`config.mk`:
```
export PLATFORM = sky130hd
export DESIGN_NAME = ysyx_24110006_ifu
export DESIGN_NICKNAME = d
export VERILOG_FILES = /design/src/rtl/ysyx_24110006_ifu.sv
export SDC_FILE = /design/constraint.sdc
export NUM_CORES = 1
export LEC_CHECK = 0
export ABC_AREA = 1
export BUFFER_PORTS_ARGS = -buffer_cell sky130_fd_sc_hd__buf_2
export CORE_ASPECT_RATIO = 0.9
export CORE_MARGIN = 8
export CORE_UTILIZATION = 36
export DETAILED_ROUTE_END_ITERATION = 12
export PLACE_DENSITY = 0.59
export SYNTH_ARGS = -nofsm -noshare
export SYNTH_HDL_FRONTEND = slang
export SYNTH_SLANG_ARGS = --single-unit
```
`constraint.sdc`:
```
create_clock -name i_clock -period 1.7 [get_ports i_clock]
set_clock_uncertainty 0.1 [all_clocks]
set_input_delay 0.085 -clock i_clock [delete_from_list [all_inputs] [get_ports i_clock]]
set_output_delay 0.085 -clock i_clock [all_outputs]
set_load 0.01 [all_outputs]
```
`src/rtl/ysyx_24110006_ifu.sv`:
```
// ---------------------------------------------------------------------------
// ysyx_24110006_ifu -- instruction fetch unit
//
// Fetches one instruction per next-PC strobe. It issues a read request at the
// current PC and waits for the read data. It latches the instruction together
// with its decoded immediate and presents them to decode for one cycle. It
// then waits in DONE until writeback supplies the next PC.
//
// Ports
//   i_clock       sole clock, all state updates on its rising edge
//   i_reset       synchronous, active-high reset
//   o_mem_req     read request, high only while in REQ
//   o_mem_addr    read address (always equals PC)
//   i_mem_ready   memory accepts the request this cycle
//   i_mem_rvalid  read data valid (only sampled in WAIT)
//   i_mem_rdata   instruction word
//   i_pc_valid    next-PC strobe from writeback (only sampled in DONE)
//   i_dnpc        next PC
//   o_inst        fetched instruction (registered)
//   o_imm         immediate decoded from o_inst (registered)
//   o_pc          PC of o_inst
//   o_valid       one-cycle pulse marking o_inst/o_imm/o_pc valid
//   o_fault       sticky misaligned next-PC fault
//
// Build option
//   YSYX_24110006_IFU_ALIGN_CHECK_EN  defined: a next PC with i_dnpc[1:0] != 0
//   moves the unit into FAULT. FAULT raises o_fault and stops fetching until
//   reset. When the macro is undefined, i_dnpc is loaded unchecked and o_fault
//   is tied low.
// ---------------------------------------------------------------------------
module ysyx_24110006_ifu #(
  parameter logic [31:0] RESET_PC = 32'h8000_0000
) (
  input  logic        i_clock,
  input  logic        i_reset,
  output logic        o_mem_req,
  output logic [31:0] o_mem_addr,
  input  logic        i_mem_ready,
  input  logic        i_mem_rvalid,
  input  logic [31:0] i_mem_rdata,
  input  logic        i_pc_valid,
  input  logic [31:0] i_dnpc,
  output logic [31:0] o_inst,
  output logic [31:0] o_imm,
  output logic [31:0] o_pc,
  output logic        o_valid,
  output logic        o_fault
);

  typedef enum logic [2:0] {
    S_BOOT  = 3'd0,
    S_REQ   = 3'd1,
    S_WAIT  = 3'd2,
    S_VALID = 3'd3,
    S_DONE  = 3'd4,
    S_FAULT = 3'd5
  } state_e;

  // RV32 major opcodes that carry an immediate.
  localparam logic [6:0] OP_IMM    = 7'b0010011;
  localparam logic [6:0] OP_JALR   = 7'b1100111;
  localparam logic [6:0] OP_LOAD   = 7'b0000011;
  localparam logic [6:0] OP_SYSTEM = 7'b1110011;
  localparam logic [6:0] OP_LUI    = 7'b0110111;
  localparam logic [6:0] OP_AUIPC  = 7'b0010111;
  localparam logic [6:0] OP_JAL    = 7'b1101111;
  localparam logic [6:0] OP_STORE  = 7'b0100011;
  localparam logic [6:0] OP_BRANCH = 7'b1100011;
  localparam logic [6:0] OP_REG    = 7'b0110011;

  state_e      state_q;
  logic [31:0] pc_q;
  logic [31:0] inst_q;
  logic [31:0] imm_q;
  logic        req_q;
  logic        valid_q;
  logic [31:0] imm_d;

  // -------------------------------------------------------------------------
  // Immediate decode of the incoming read data. It is computed in front of
  // the capture register so that o_imm lines up with o_inst in the same cycle.
  // -------------------------------------------------------------------------
  always_comb begin
    // NOTE: every path gets a value from this default first, so no latch can be
    // inferred when the opcode matches none of the listed formats.
    imm_d = 32'h0;
    unique case (i_mem_rdata[6:0])
      OP_IMM, OP_JALR, OP_LOAD, OP_SYSTEM:
        imm_d = {{20{i_mem_rdata[31]}}, i_mem_rdata[31:20]};
      OP_LUI, OP_AUIPC:
        imm_d = {i_mem_rdata[31:12], 12'b0};
      OP_JAL:
        imm_d = {{11{i_mem_rdata[31]}}, i_mem_rdata[31], i_mem_rdata[19:12],
                 i_mem_rdata[20], i_mem_rdata[30:21], 1'b0};
      OP_STORE:
        imm_d = {{20{i_mem_rdata[31]}}, i_mem_rdata[31:25], i_mem_rdata[11:7]};
      OP_BRANCH:
        imm_d = {{19{i_mem_rdata[31]}}, i_mem_rdata[31], i_mem_rdata[7],
                 i_mem_rdata[30:25], i_mem_rdata[11:8], 1'b0};
      OP_REG:
        // funct7 is passed through for the R-type datapath.
        imm_d = {25'b0, i_mem_rdata[31:25]};
      default:
        imm_d = 32'h0;
    endcase
  end

`ifdef YSYX_24110006_IFU_ALIGN_CHECK_EN
  logic fault_q;
  logic dnpc_misaligned;

  assign dnpc_misaligned = |i_dnpc[1:0];
`endif

  // -------------------------------------------------------------------------
  // Fetch FSM. Output flags are registered together with the state, so they
  // are set on the transition into the state that owns them. For example,
  // req_q is raised on every transition into S_REQ and is cleared on exit.
  // -------------------------------------------------------------------------
  always_ff @(posedge i_clock) begin
    if (i_reset) begin
      // NOTE: state uses non-blocking assignments so that every register in
      // this block samples pre-edge values, independent of statement order.
      state_q <= S_BOOT;
      pc_q    <= RESET_PC;
      inst_q  <= 32'h0;
      imm_q   <= 32'h0;
      req_q   <= 1'b0;
      valid_q <= 1'b0;
`ifdef YSYX_24110006_IFU_ALIGN_CHECK_EN
      fault_q <= 1'b0;
`endif
    end else begin
      unique case (state_q)
        S_BOOT: begin
          state_q <= S_REQ;
          req_q   <= 1'b1;
        end

        S_REQ: begin
          // If rvalid arrives together with ready, it is not captured here.
          // The read data is taken in WAIT at the earliest.
          if (i_mem_ready) begin
            state_q <= S_WAIT;
            req_q   <= 1'b0;
          end
        end

        S_WAIT: begin
          if (i_mem_rvalid) begin
            inst_q  <= i_mem_rdata;
            imm_q   <= imm_d;
            valid_q <= 1'b1;
            state_q <= S_VALID;
          end
        end

        S_VALID: begin
          valid_q <= 1'b0;
          state_q <= S_DONE;
        end

        S_DONE: begin
          if (i_pc_valid) begin
`ifdef YSYX_24110006_IFU_ALIGN_CHECK_EN
            if (dnpc_misaligned) begin
              // PC keeps the last good value for post-mortem inspection.
              fault_q <= 1'b1;
              state_q <= S_FAULT;
            end else begin
              pc_q    <= i_dnpc;
              req_q   <= 1'b1;
              state_q <= S_REQ;
            end
`else
            pc_q    <= i_dnpc;
            req_q   <= 1'b1;
            state_q <= S_REQ;
`endif
          end
        end

        // Terminal until reset. This state is unreachable without the
        // alignment check.
        S_FAULT: begin
          state_q <= S_FAULT;
        end

        default: begin
          state_q <= S_BOOT;
          req_q   <= 1'b0;
          valid_q <= 1'b0;
        end
      endcase
    end
  end

  assign o_mem_req  = req_q;
  assign o_mem_addr = pc_q;
  assign o_inst     = inst_q;
  assign o_imm      = imm_q;
  assign o_pc       = pc_q;
  assign o_valid    = valid_q;

`ifdef YSYX_24110006_IFU_ALIGN_CHECK_EN
  assign o_fault = fault_q;
`else
  assign o_fault = 1'b0;
`endif

endmodule

```
Yosys cells after proc, flatten, opt, wreduce, memory -nomap -nowiden
Index checks and enable logic that the tools add are counted.

operators by class
  $lt $le $gt $ge = 0
  muxes and demuxes = 10
  div/mod/pow operators = 0
  add/sub/neg operators = 0
  multipliers = 0
  equality and inequality tests = 18
  bitwise logic cells = 2
  reduce and logical (&&, ||, !) cells = 10
  shifts and indexed selects = 0

operators with widths
  operator                                       count
  one-hot mux 32 bit (6 select lines)            1
  == test 7 bit, second input constant           4
  == test 7 x 6 -> 1 bit, second input constant  3
  one-hot mux 3 bit (6 select lines)             1
  == test 7 x 5 -> 1 bit, second input constant  2
  2-to-1 mux 3 bit                               3
  OR reduction 4 bit                             2
  == test 7 x 2 -> 1 bit, second input constant  1
  == test 3 x 2 -> 1 bit, second input constant  2
  == test 3 bit, second input constant           2
  inequality test 2 bit, second input constant   3
  AND reduction 2 bit                            3
  AND reduction 3 bit                            2
  one-hot mux 1 bit (4 select lines)             1
  == test 3 x 1 -> 1 bit, second input constant  1
  logical NOT 3 bit                              1
  2-to-1 mux 1 bit                               3
  OR reduction 3 bit                             1
  NOT 1 bit                                      2
  one-hot mux 1 bit (2 select lines)             1
  OR reduction 2 bit                             1

storage, ports and cells
  bits of input ports = 69
  register bits = 101
  word-level logic and storage cells = 46
  ROM bits = 0
  memory bits (writable) = 0
  output and inout port bits = 131
  bits in latches = 0
  memories = 0

Longest topological paths before layout
Gate-level depths: netlist of run 1.

  word-level depth = 4
  depth in mapped cells = 10

Least setup slack after synthesis of run 1
Ideal clock, no wire load.

  path kind = reg-to-reg
  start = register state_q[1]
  end = register pc_q[22] (netlist: o_mem_addr[22])
  cell stages (with the launch flop) = 8
  arrival time = 1214 ps
  setup slack = 270 ps
  path buffers = 1
  cell sequence = dfxtp_1 inv_2 nand2_1 nor3_1 inv_1 buf_2 nor2_1 nor2_1

between the ends
  cells in the longest elaborated chain, start to end = 2

ends and longest elaborated chain
  what                                  line  RTL
  from (decl)                           71    state_e state_q;
  from (signal assigned)                124   state_q <= S_BOOT;
  from (signal assigned)                136   state_q <= S_REQ;
  from (signal assigned)                144   state_q <= S_WAIT;
  == test 3 bit                         134   unique case (state_q)
  AND reduction 2 bit (no source line)  n/a
  to (signal assigned)                  176   pc_q <= i_dnpc;
  to (decl)                             72    logic [31:0] pc_q;

No other way between the ends.
A chain may end at the register's enable or synchronous reset.

Worst setup path after layout of run 1
  start = input i_mem_rdata[2]
  end = register imm_q[18] (netlist: o_imm[18])

between the ends
  cells in the longest elaborated chain, start to end = 3
  elaborated cells on any way between the ends = 13
  those cells by class = eq/ne: 10; mux: 1; reduce/logical: 2

ends and longest elaborated chain
  what                                                      line  RTL
  from (decl)                                               40    input logic [31:0] i_mem_rdata,
  == test 7 x 5 -> 1 bit (tied with other cells)            87    unique case (i_mem_rdata[6:0])
  OR reduction 4 bit or OR reduction 2 bit (tied branches)  87
  one-hot mux 32 bit (6 select lines) *                     87
  to (signal assigned)                                      152   imm_q <= imm_d;
  to (decl)                                                 74    logic [31:0] imm_q;

Every way passes the cells marked *; elsewhere a longest branch is shown, timed or not.

==> results of run 1 <==
[sequential cells by signal, summed over array words and instances, names as in the netlist]
signal	count
o_inst	32
o_mem_addr	32
o_imm	32
state_q	3
o_valid	1
o_mem_req	1
[through the flow]
step | cell area, um^2 | total power [mW]
2_1_floorplan | 4740 | 2.97
3_3_place_gp | 5660 | 3.28
3_5_place_dp | 5660 | 3.30
4_1_cts | 6650 | 5.79
5_1_grt | 6720 | 5.96
6_report | 6720 | 5.71
[worst max-delay path, stage by stage]
cell and delay [ps]:
sky130_fd_sc_hd__dlygate4sd3_1 540, sky130_fd_sc_hd__buf_2 140, sky130_fd_sc_hd__inv_1 80, sky130_fd_sc_hd__nand2_2 90, sky130_fd_sc_hd__nor2_8 140, sky130_fd_sc_hd__buf_12 120
sky130_fd_sc_hd__nand2_2 80, sky130_fd_sc_hd__nor2_4 190, sky130_fd_sc_hd__nor2_1 90, sky130_fd_sc_hd__nand3_2 70, sky130_fd_sc_hd__nand2_1 70, sky130_fd_sc_hd__a21oi_2 110
[synth_stat cells]
library cell / n
sky130_fd_sc_hd__a211oi_1: 1
sky130_fd_sc_hd__a21oi_1: 35
sky130_fd_sc_hd__a21oi_2: 20
sky130_fd_sc_hd__a31oi_1: 2
sky130_fd_sc_hd__buf_2: 12
sky130_fd_sc_hd__buf_4: 35
sky130_fd_sc_hd__buf_6: 3
sky130_fd_sc_hd__clkbuf_1: 19
sky130_fd_sc_hd__conb_1: 1
sky130_fd_sc_hd__dfxtp_1: 101
sky130_fd_sc_hd__inv_1: 22
sky130_fd_sc_hd__inv_2: 6
sky130_fd_sc_hd__nand2_1: 144
sky130_fd_sc_hd__nand2_2: 4
sky130_fd_sc_hd__nand2_4: 1
sky130_fd_sc_hd__nand3_1: 30
sky130_fd_sc_hd__nand3_2: 22
sky130_fd_sc_hd__nand4_1: 1
sky130_fd_sc_hd__nor2_1: 112
sky130_fd_sc_hd__nor2_2: 2
sky130_fd_sc_hd__nor2_4: 1
sky130_fd_sc_hd__nor2_8: 2
sky130_fd_sc_hd__nor3_1: 2
sky130_fd_sc_hd__o21ai_0: 68
sky130_fd_sc_hd__o21ai_1: 1
sky130_fd_sc_hd__o21ai_2: 1
sky130_fd_sc_hd__or2_2: 1
[cell families after synthesis]
kind of cell	after synthesis	synth area share, %
buf+inv	97	11.3
compound gates	128	15.3
flops	101	42.7
simple gates	322	30.7
other cells	1	0.0792
[final cells by class]
type,instances,area [um^2],area share (%)
multi-input cells,451,2210,32.9
flip-flops and latches,101,2020,30.1
repair buffers,280,1840,27.3
clock buffers,10,239,3.56
well taps,164,205,3.05
inverters,28,110,1.64
clock inverters,4,97.6,1.45
[routing by layer]
layer  routed length (um)  global-route usage (%)  share of wire, %  up-vias
met5                    8                       0             0.050        -
met4                  235                    4.85               1.5        2
met3                 1140                    6.21               7.2       18
met2                 8020                    31.9                50      143
met1                 6500                    21.8                41     2345
li1                     -                       -                 -     2498
[report_power, final]
part | leakage [nW] | total [mW] | switching, mW | internal, mW
Sequential | 0.816 | 2.53 | 0.0590 | 2.47
Combinational | 2.51 | 0.852 | 0.482 | 0.370
Clock | 0.161 | 2.33 | 0.872 | 1.46
Total | 3.49 | 5.71 | 1.41 | 4.30
[worst max path at each step]
stage                     slack, ps  cells after the start              to
final                            70                     12       o_imm[18]
after detailed placement        140                     11       o_imm[18]
after global placement          180                     11        o_imm[1]
after CTS                        10                     11        o_imm[1]
after floorplan                 270                      7  o_mem_addr[22]
after global routing             -5                     12        o_imm[0]
[timing repair]
item | 4_1_cts | 5_1_grt
endpoints found under the hold margin | 69 | 0
endpoints found under the setup margin | 0 | 50
setup buffers | 0 | 4
hold buffers | 65 | 0
resized for setup | 0 | 10
==> results.md, run 1 <==
| Result | This run | Unit |
| --- | --- | --- |
| Outcome | finished, final reports clean | - |
| Required @ worst endpoint | 1890 | ps |
| Sequential area share after synthesis | 42.7 | % |
| Count of antenna-violating nets left after detailed routing | 0 | - |
| Proportion of layout cells with a drive suffix above 1 | 33.6 | % |
| Horizontal extent of the die | 137 | um |
| Max clock buf depth | 2 | - |
| Startpoint types | primary input | - |
| Number of endpoints failing setup at the final stage | 0 | - |
| Clock transition at path regs | 60 | ps |
| Upper clock frequency limit | 615 | MHz |
| Post-Syn Instances | 649 | - |
| Worst reg2reg endpoint | o_imm[10] | - |
| Total of max-cap violations | 0 | - |
| Seq cells post-synth | 101 | - |
| Post-synthesis net count | 718 | - |
| Layout net count | 940 | - |
| Final core occ | 52.6 | % |
| Post-placement setup slack | 135 | ps |
| Final TNS setup | 0 | ps |
| Clock net sink count | 101 | - |
| Initial DRT Pass Iterations | 5 | - |
| Number of placement rows | 39 | - |
| Number of global-route vias before repair | 4985 | - |
| Layout overhead on the synthesized area | 41.9 | % |
| Worst setup slack for register-to-register paths | 210 | ps |
| Crit path launch | i_mem_rdata[2] | - |
| Iter 0 DRT Violations | 307 | - |
| Final weighted congestion in routability-driven placement | 0.828 | - |
| CP Capture Type | flop | - |
| Synth warnings | 0 | - |
| Global-route total usage across every layer | 18.7 | % |
| Shortest clock period the worst path allows after layout | 1630 | ps |
| Final worst slack | 74.3 | ps |
| Synthesized area per cell | 7.30 | um^2 |
| Final count of hold timing violations | 0 | - |
| Number of antenna violations at the first check in global routing | 1 | - |
| Number of cells traversed by the worst hold path | 4 | - |
| Total number of vias | 5006 | - |
| Number of DRC violations after detailed routing | 0 | - |
| Detailed placement HPWL | 11.4 | mm |
| Later-pin clock latency in the skew report | 350 | ps |
| Remaining global-route overflow | 0 | - |
| Non-filler cells, final | 1038 | - |
| Leading cell type in the layout, fill and taps excluded | sky130_fd_sc_hd__buf_2 | - |
| Static power due to leakage | 3.49 | nW |
| Top cell type's share of synthesized area | 42.7 | % |
| Share of the clock period used by the worst path after layout | 95.6 | % |
| Setup CP Type | primary input to flop | - |
| Power per cell area | 850 | nW/um^2 |
| Std-Cell Core Area | 12800 | um^2 |
| Most used cells in the layout excluding fill and tap cells | sky130_fd_sc_hd__buf_2 (198), sky130_fd_sc_hd__nand2_1 (142), sky130_fd_sc_hd__nor2_1 (110) | - |
| Hold Path Origin | i_reset | - |
| Number of cells after detailed placement | 955 | - |
| Number of CTS-inserted buffers | 9 | - |
| Worst reg2reg path depth | 8 | - |
| Buffer cell driving the clock tree root | sky130_fd_sc_hd__clkbuf_16 | - |
| Startpoint of the most critical register-to-register path | state_q[2] | - |
| Initial cell density of the core | 37.1 | % |
| Worst path arrival time | 1810 | ps |
| Global-route wire length before repair | 25.6 | mm |
| Number of top-level design ports | 200 | - |
| Cell accounting for the most synthesized area | sky130_fd_sc_hd__dfxtp_1 | - |
| Path category of the worst min-delay check | primary input to flop | - |
| Diode count | 0 | - |
| Number of distinct library cell variants in the gate-level netlist after synthesis | 27 | - |
| Number of input and output port buffers inserted | 198 | - |
| Highest net fanout along the worst path | 8 | - |
| Chip Height | 125 | um |
| Hold_ws | 19.2 | ps |
| Fill cells | 1281 | - |
| Highest ir drop seen on vdd | 488 | uV |
| TritonCTS clock tree | done | - |
| Via-per-instance ratio | 4.82 | - |
| Die Footprint | 17100 | um^2 |
| Total wirelength of the detailed-routed design | 15.9 | mm |
| Post-synth design cell area | 4740 | um^2 |
| Largest cells by area after synthesis | sky130_fd_sc_hd__dfxtp_1 (43%), sky130_fd_sc_hd__nand2_1 (11%), sky130_fd_sc_hd__nor2_1 (8.9%) | - |
| Pin count of the biggest net entering global routing | 59 | - |
| CTS H-tree depth | 3 | - |
| Max-slew violation count | 0 | - |
| End of the worst hold path | o_inst[25] | - |
| Wire per inst | 15.3 | um |
(Power assumes the default switching activity.)
==> run 2, diff against run 1 <==
Settings changed: CTS_BUF_LIST set to sky130_fd_sc_hd__clkbuf_8.
==> run 2 against run 1 <==
Net effect: worst setup slack worse by 8.3 ps; die area unchanged; global-route usage up 0.058 points; cell area down 1.7%; combinational power about the same; hold slack better by 17 ps; largest power group unchanged; clock-buffer cell count unchanged; non-clock buffer count up 1; register-to-register slack about the same; total power down 9.2%; sequential cell count unchanged.
==> results.md, run 2 (synthesis gave the netlist of run 1 again) <==
| Result | This run | Unit |
| --- | --- | --- |
| TritonCTS clock tree | done | - |
| Initial DRT Pass Iterations | 5 | - |
| Path category of the worst min-delay check | primary input to flop | - |
| Clock transition at path regs | 90 | ps |
| Setup repair after global routing missed its margin | true | - |
| Outcome | finished, final reports clean | - |
| Post-placement setup slack | 135 | ps |
| Total wirelength of the detailed-routed design | 15.9 | mm |
| Detailed placement HPWL | 11.4 | mm |
| Power per cell area | 785 | nW/um^2 |
| Final worst slack | 65.9 | ps |
| Hold_ws | 35.8 | ps |
| Switching part of the total power | 26.0 | % |
| Leading cell type in the layout, fill and taps excluded | sky130_fd_sc_hd__buf_2 | - |
| Count of antenna-violating nets left after detailed routing | 0 | - |
| Number of antenna violations at the first check in global routing | 0 | - |
| Number of global-route vias before repair | 4971 | - |
| Number of DRC violations after detailed routing | 0 | - |
| Initial cell density of the core | 37.1 | % |
| Number of input and output port buffers inserted | 198 | - |
| Max clock buf depth | 2 | - |
| Die Footprint | 17100 | um^2 |
| Ordered list of cells on the worst path | dlygate4sd3_1 > buf_2 > nand3_1 > inv_4 > nand2_1 > nand3_2 > nand2_2 > buf_6 > nand3_2 > nand2_1 > a21oi_2 | - |
| Highest net fanout along the worst path | 20 | - |
| Final count of hold timing violations | 0 | - |
| Required @ worst endpoint | 1860 | ps |
| Number of endpoints failing setup at the final stage | 0 | - |
| Worst reg2reg path depth | 8 | - |
| Wire per inst | 15.3 | um |
| Fill cells | 1302 | - |
| Layout net count | 941 | - |
| Library cell contributing the largest single delay on the critical path | sky130_fd_sc_hd__dlygate4sd3_1 | - |
| Layout Cell Area excl Fill | 6610 | um^2 |
| Clock group share of total power | 34.9 | % |
| Horizontal extent of the die | 137 | um |
| Setup CP Type | primary input to flop | - |
| Number of placement rows | 39 | - |
| Max incr delay on CP | 550 | ps |
| Std-Cell Core Area | 12800 | um^2 |
| Number of cells traversed by the worst hold path | 5 | - |
| Startpoint types | primary input | - |
| Most used cells in the layout excluding fill and tap cells | sky130_fd_sc_hd__buf_2 (198), sky130_fd_sc_hd__nand2_1 (142), sky130_fd_sc_hd__nor2_1 (110) | - |
| Non-filler cells, final | 1039 | - |
| Layout overhead on the synthesized area | 39.5 | % |
| Static power due to leakage | 3.43 | nW |
| Highest ir drop seen on vdd | 504 | uV |
| Via-per-instance ratio | 4.82 | - |
| Upper clock frequency limit | 612 | MHz |
| Buffer cell driving the clock tree root | sky130_fd_sc_hd__clkbuf_8 | - |
| Clock net sink count | 101 | - |
| Diode count | 0 | - |
| Flop pwr share | 48.6 | % |
| Number of cells after detailed placement | 955 | - |
| Number of CTS-inserted buffers | 9 | - |
| CP Capture Type | flop | - |
| Final weighted congestion in routability-driven placement | 0.828 | - |
| Worst path arrival time | 1790 | ps |
| Global-route wire length before repair | 25.7 | mm |
| Total of max-cap violations | 0 | - |
| Max-slew violation count | 0 | - |
| Total number of vias | 5008 | - |
| Switching Power | 1.35 | mW |
| Relative contribution of combinational cells to total power | 16.5 | % |
| Proportion of layout cells with a drive suffix above 1 | 33.5 | % |
| Internal cell power | 3.84 | mW |
| Chip Height | 125 | um |
| Iter 0 DRT Violations | 276 | - |
| Post-detailed-placement cell area | 5660 | um^2 |
| Later-pin clock latency in the skew report | 380 | ps |
| CTS H-tree depth | 3 | - |
| Shortest clock period the worst path allows after layout | 1630 | ps |
| Pin count of the biggest net entering global routing | 59 | - |
| Number of top-level design ports | 200 | - |
| Share of the clock period used by the worst path after layout | 96.1 | % |
| Remaining global-route overflow | 0 | - |
| Worst setup slack for register-to-register paths | 200 | ps |
| Global-route total usage across every layer | 18.8 | % |
## run 2: final cells by class
class                      instances  area [um^2]  area share (%)
clock buffer                      10          138            2.08
clock inverter                     4         97.6            1.48
inverter                          28          115            1.74
multi-input combinational        451         2200            33.2
sequential                       101         2020            30.6
tap                              164          205            3.10
timing repair buffer             281         1840            27.8
## run 2: what timing repair did
item / CTS / global route
buffers inserted: 0 / 3
endpoints found under the hold margin: 80 / 0
hold buffers: 67 / 0
setup endpoints to repair: 0 / 53
resized for setup: 0 / 9
## run 2: worst paths after layout
check            startpoint         end
min             i_mem_ready  state_q[1]
max          i_mem_rdata[5]   o_imm[18]
max reg2reg      state_q[2]   o_imm[10]
min reg2reg      o_inst[28]  o_inst[28]
## run 2: per-stage QoR
stage	setup TNS (ps)	total power, mW	utilization (%)
2_1_floorplan	0	2.97	-
3_3_place_gp	0	3.28	44.3
3_5_place_dp	0	3.30	44.3
4_1_cts	0	5.27	51.4
5_1_grt	-441	5.45	51.7
6_report	0	5.19	51.7
## run 2: critical path, delay by kind of cell
| family | cells | cell delay (ps) |
|---|---|---|
| AOI/OAI and AO/OA | 1 | 50 |
| and+or+nand+nor | 6 | 620 |
| buffers and inverters | 4 | 1020 |
## run 2: power by group through the flow
stage / Sequential, mW / Combinational [mW] / Clock, mW
after floorplan: 2.62 / 0.356 / 0
after global placement: 2.57 / 0.709 / 0
after detailed placement: 2.58 / 0.724 / 0
after CTS: 2.52 / 0.847 / 1.90
after global routing: 2.54 / 0.946 / 1.96
final: 2.52 / 0.855 / 1.81
## run 2: layer usage
layer  vias up  wire length (um)  GRT usage, %
met2       158              7880          31.9
met4         0               343          6.45
li1       2502                 -             -
met5         -                 0             0
met1      2330              6510          22.0
met3        18              1150          5.16
==> run 3, diff against run 2 <==
Settings changed: ABC_AREA 1 to 0, BUFFER_PORTS_ARGS -buffer_cell sky130_fd_sc_hd__buf_2 to unset, CAP_MARGIN set to 5, DONT_BUFFER_PORTS set to 1, PLACE_DENSITY 0.59 to 0.46.
==> run 3 against run 2 <==
Net effect: the run now ends with negative hold slack left; global-route usage fell by 3.4 points; hold slack got worse by 360 ps; sequential cell count did not move; non-clock buffer count fell by 242; first-iteration DRC count fell by 13%; critical path depth fell by 6; sequential share of layout area rose by 12 points; clock power fell by 17%; wire length fell by 21%; largest cell class is now registers.
==> results.md, run 3 <==
| Result | This run | Unit |
| --- | --- | --- |
| Final core occ | 39.8 | % |
| Headroom to the max-slew limit | 38.4 | % |
| Setup repair after global routing missed its margin | false | - |
| Power per cell area | 1040 | nW/um^2 |
| Cell accounting for the most synthesized area | sky130_fd_sc_hd__dfxtp_1 | - |
| Hold_ws | -322 | ps |
| Relative contribution of combinational cells to total power | 15.3 | % |
| Diode count | 0 | - |
| Outcome | complete, but fails checks | - |
| Setup CP Type | primary input to flop | - |
| Post-synthesis net count | 609 | - |
| Flop pwr share | 54.3 | % |
| Max-slew violation count | 0 | - |
| Std-Cell Core Area | 12000 | um^2 |
| Initial cell density of the core | 36.7 | % |
| Number of distinct library cell variants in the gate-level netlist after synthesis | 52 | - |
| Proportion of layout cells with a drive suffix above 1 | 11.0 | % |
| CTS H-tree depth | 3 | - |
| Post-placement setup slack | 13.9 | ps |
| Switching part of the total power | 28.2 | % |
| Startpoint types | primary input | - |
| Max clock buf depth | 2 | - |
| Final weighted congestion in routability-driven placement | 0.753 | - |
| Buffers and inverters on the worst path | 2 | - |
| Horizontal extent of the die | 133 | um |
| Die Footprint | 16100 | um^2 |
| Top cell type's share of synthesized area | 45.7 | % |
| Post-synth design cell area | 4420 | um^2 |
| Post-Syn Instances | 540 | - |
| Final count of hold timing violations | 85 | - |
| Wire per inst | 18.5 | um |
| Proportion of register bits with asynchronous set or reset after synthesis | 0 | % |
| Layout net count | 585 | - |
| Number of antenna violations at the first check in global routing | 0 | - |
| Total number of vias | 3595 | - |
| Total wirelength of the detailed-routed design | 12.6 | mm |
| Pin count of the biggest net entering global routing | 90 | - |
| Ordered list of cells on the worst path | dlygate4sd3_1 > mux2_2 > dlygate4sd3_1 > a22oi_1 > o21ai_0 | - |
| Later-pin clock latency in the skew report | 370 | ps |
| Seq cells post-synth | 101 | - |
| Clock group share of total power | 30.4 | % |
| Commonest register cell after synthesis | sky130_fd_sc_hd__dfxtp_1 | - |
| Chip Height | 121 | um |
| Number of endpoints failing setup at the final stage | 0 | - |
| Layout overhead on the synthesized area | 8.38 | % |
| Path category of the worst min-delay check | primary input to flop | - |
| Initial DRT Pass Iterations | 5 | - |
| Number of synthesized flops with an enable pin | 0 | - |
| CP Capture Type | flop | - |
| Remaining global-route overflow | 0 | - |
| Worst Tran Pin Value | 922 | ps |
| Highest ir drop seen on vdd | 590 | uV |
| Synthesized area per cell | 8.19 | um^2 |
| Highest net fanout along the worst path | 5 | - |
| Final worst slack | 23.4 | ps |
| Worst path arrival time | 1820 | ps |
| Most frequent cell on the critical path | sky130_fd_sc_hd__dlygate4sd3_1 | - |
| Number of CTS-inserted buffers | 9 | - |
| Number of placement rows | 38 | - |
| Max incr delay on CP | 650 | ps |
| TritonCTS clock tree | done | - |
| Violated checks | negative hold slack | - |
| Count of antenna-violating nets left after detailed routing | 0 | - |
| Most used cells in the layout excluding fill and tap cells | sky130_fd_sc_hd__nand2_1 (148), sky130_fd_sc_hd__dfxtp_1 (100), sky130_fd_sc_hd__a21oi_1 (90) | - |
| Top post-synthesis cells by count | sky130_fd_sc_hd__nand2_1 (148), sky130_fd_sc_hd__dfxtp_1 (101), sky130_fd_sc_hd__a21oi_1 (90) | - |
| Clock net sink count | 101 | - |
| Share of the clock period used by the worst path after layout | 98.6 | % |
| Post-cts hold buffer count | 27 | - |
| Most frequent cell after synthesis | sky130_fd_sc_hd__nand2_1 | - |
| Number of DRC violations after detailed routing | 0 | - |
| Static power due to leakage | 1.53 | nW |
| Library cell contributing the largest single delay on the critical path | sky130_fd_sc_hd__dlygate4sd3_1 | - |
| Iter 0 DRT Violations | 239 | - |
| Internal cell power | 3.56 | mW |
| Buffer cell driving the clock tree root | sky130_fd_sc_hd__clkbuf_8 | - |
| Leading cell type in the layout, fill and taps excluded | sky130_fd_sc_hd__nand2_1 | - |
| Synth warnings | 0 | - |
| Global-route total usage across every layer | 15.4 | % |
| Sequential area share after synthesis | 45.7 | % |
| Shortest clock period the worst path allows after layout | 1680 | ps |
| Switching Power | 1.40 | mW |
| Largest cells by area after synthesis | sky130_fd_sc_hd__dfxtp_1 (46%), sky130_fd_sc_hd__nand2_1 (13%), sky130_fd_sc_hd__a21oi_1 (10%) | - |
| Number of global-route vias before repair | 3345 | - |
| Final TNS setup | 0 | ps |
| Number of top-level design ports | 200 | - |
| Global-route wire length before repair | 19.5 | mm |
| Via-per-instance ratio | 5.29 | - |
| Delay-heaviest family, CP | buffers and inverters | - |
| Upper clock frequency limit | 596 | MHz |
| Total of max-cap violations | 0 | - |
| Number of input and output port buffers inserted | 0 | - |
| Required @ worst endpoint | 1850 | ps |
| Detailed placement HPWL | 8.78 | mm |
| Clock transition at path regs | 90 | ps |
-- run 3: layout make-up --
cell class / instances / area [um^2]
Clock buffer: 11 / 151
Clock inverter: 4 / 41.3
Sequential cell: 101 / 2020
Tap cell: 160 / 200
Timing Repair Buffer: 39 / 389
Multi-Input combinational cell: 363 / 1980
Inverter: 2 / 7.51
Fill cell: 1257 / 7240
-- run 3: worst reg2reg max path, delay by kind of cell, from the launching register on --
family	cells	cell delay, ps
simple gates	2	220
compound gates	3	650
buf+inv	1	160
flops	1	390
-- run 3: cells by family after synthesis --
group | after synthesis | synth area share [%]
AND/OR/NAND/NOR | 211 | 22.5
AO/OA/AOI/OAI | 147 | 20.8
flip-flops | 101 | 45.7
buffers and inverters | 76 | 9.99
multiplexers | 3 | 0.736
XOR/XNOR | 1 | 0.198
other | 1 | 0.0848
-- run 3: path summary, 6_finish.rpt --
kind | start | endpoint | slack [ps] | cells after the start
worst max-delay path | i_mem_rdata[31] | o_imm[11] | 20 | 5
worst max register to register | state_q[1] | o_imm[0] | 130 | 6
worst min register to register | o_imm[8] | o_imm[8] | 400 | 2
worst min-delay path | i_reset | o_mem_addr[15] | -320 | 1
-- run 3: power by group through the flow --
stage                     registers, mW  clock network [mW]  logic (mW)
final                              2.70                1.51       0.757
after floorplan                    2.68                   0       0.653
after global placement             2.76                   0       0.659
after detailed placement           2.76                   0       0.673
after global routing               2.72                1.69       0.851
after CTS                          2.70                1.60       0.757
-- run 3: metrics by stage --
step,cell area [um^2],total power [mW],std cells,hold slack [ps]
global placement,4320,3.41,638,62.7
finish,4790,4.96,680,-322
CTS,4780,5.06,680,-363
floorplan,4420,3.34,540,110
detailed placement,4320,3.43,638,65.9
global route,4790,5.26,680,-367
-- run 3: metal layers --
layer  wire length (um)  GRT usage (%)
met5                  0              0
met4                116           3.90
met3               1680           8.82
met2               5530           22.2
met1               5290           19.1
-- run 3: timing repair --
action                                  4_1_cts  5_1_grt
buffers inserted                              0        0
endpoints found under the setup margin        0       54
endpoints found under the hold margin       101       85
gates resized for setup                       0        3
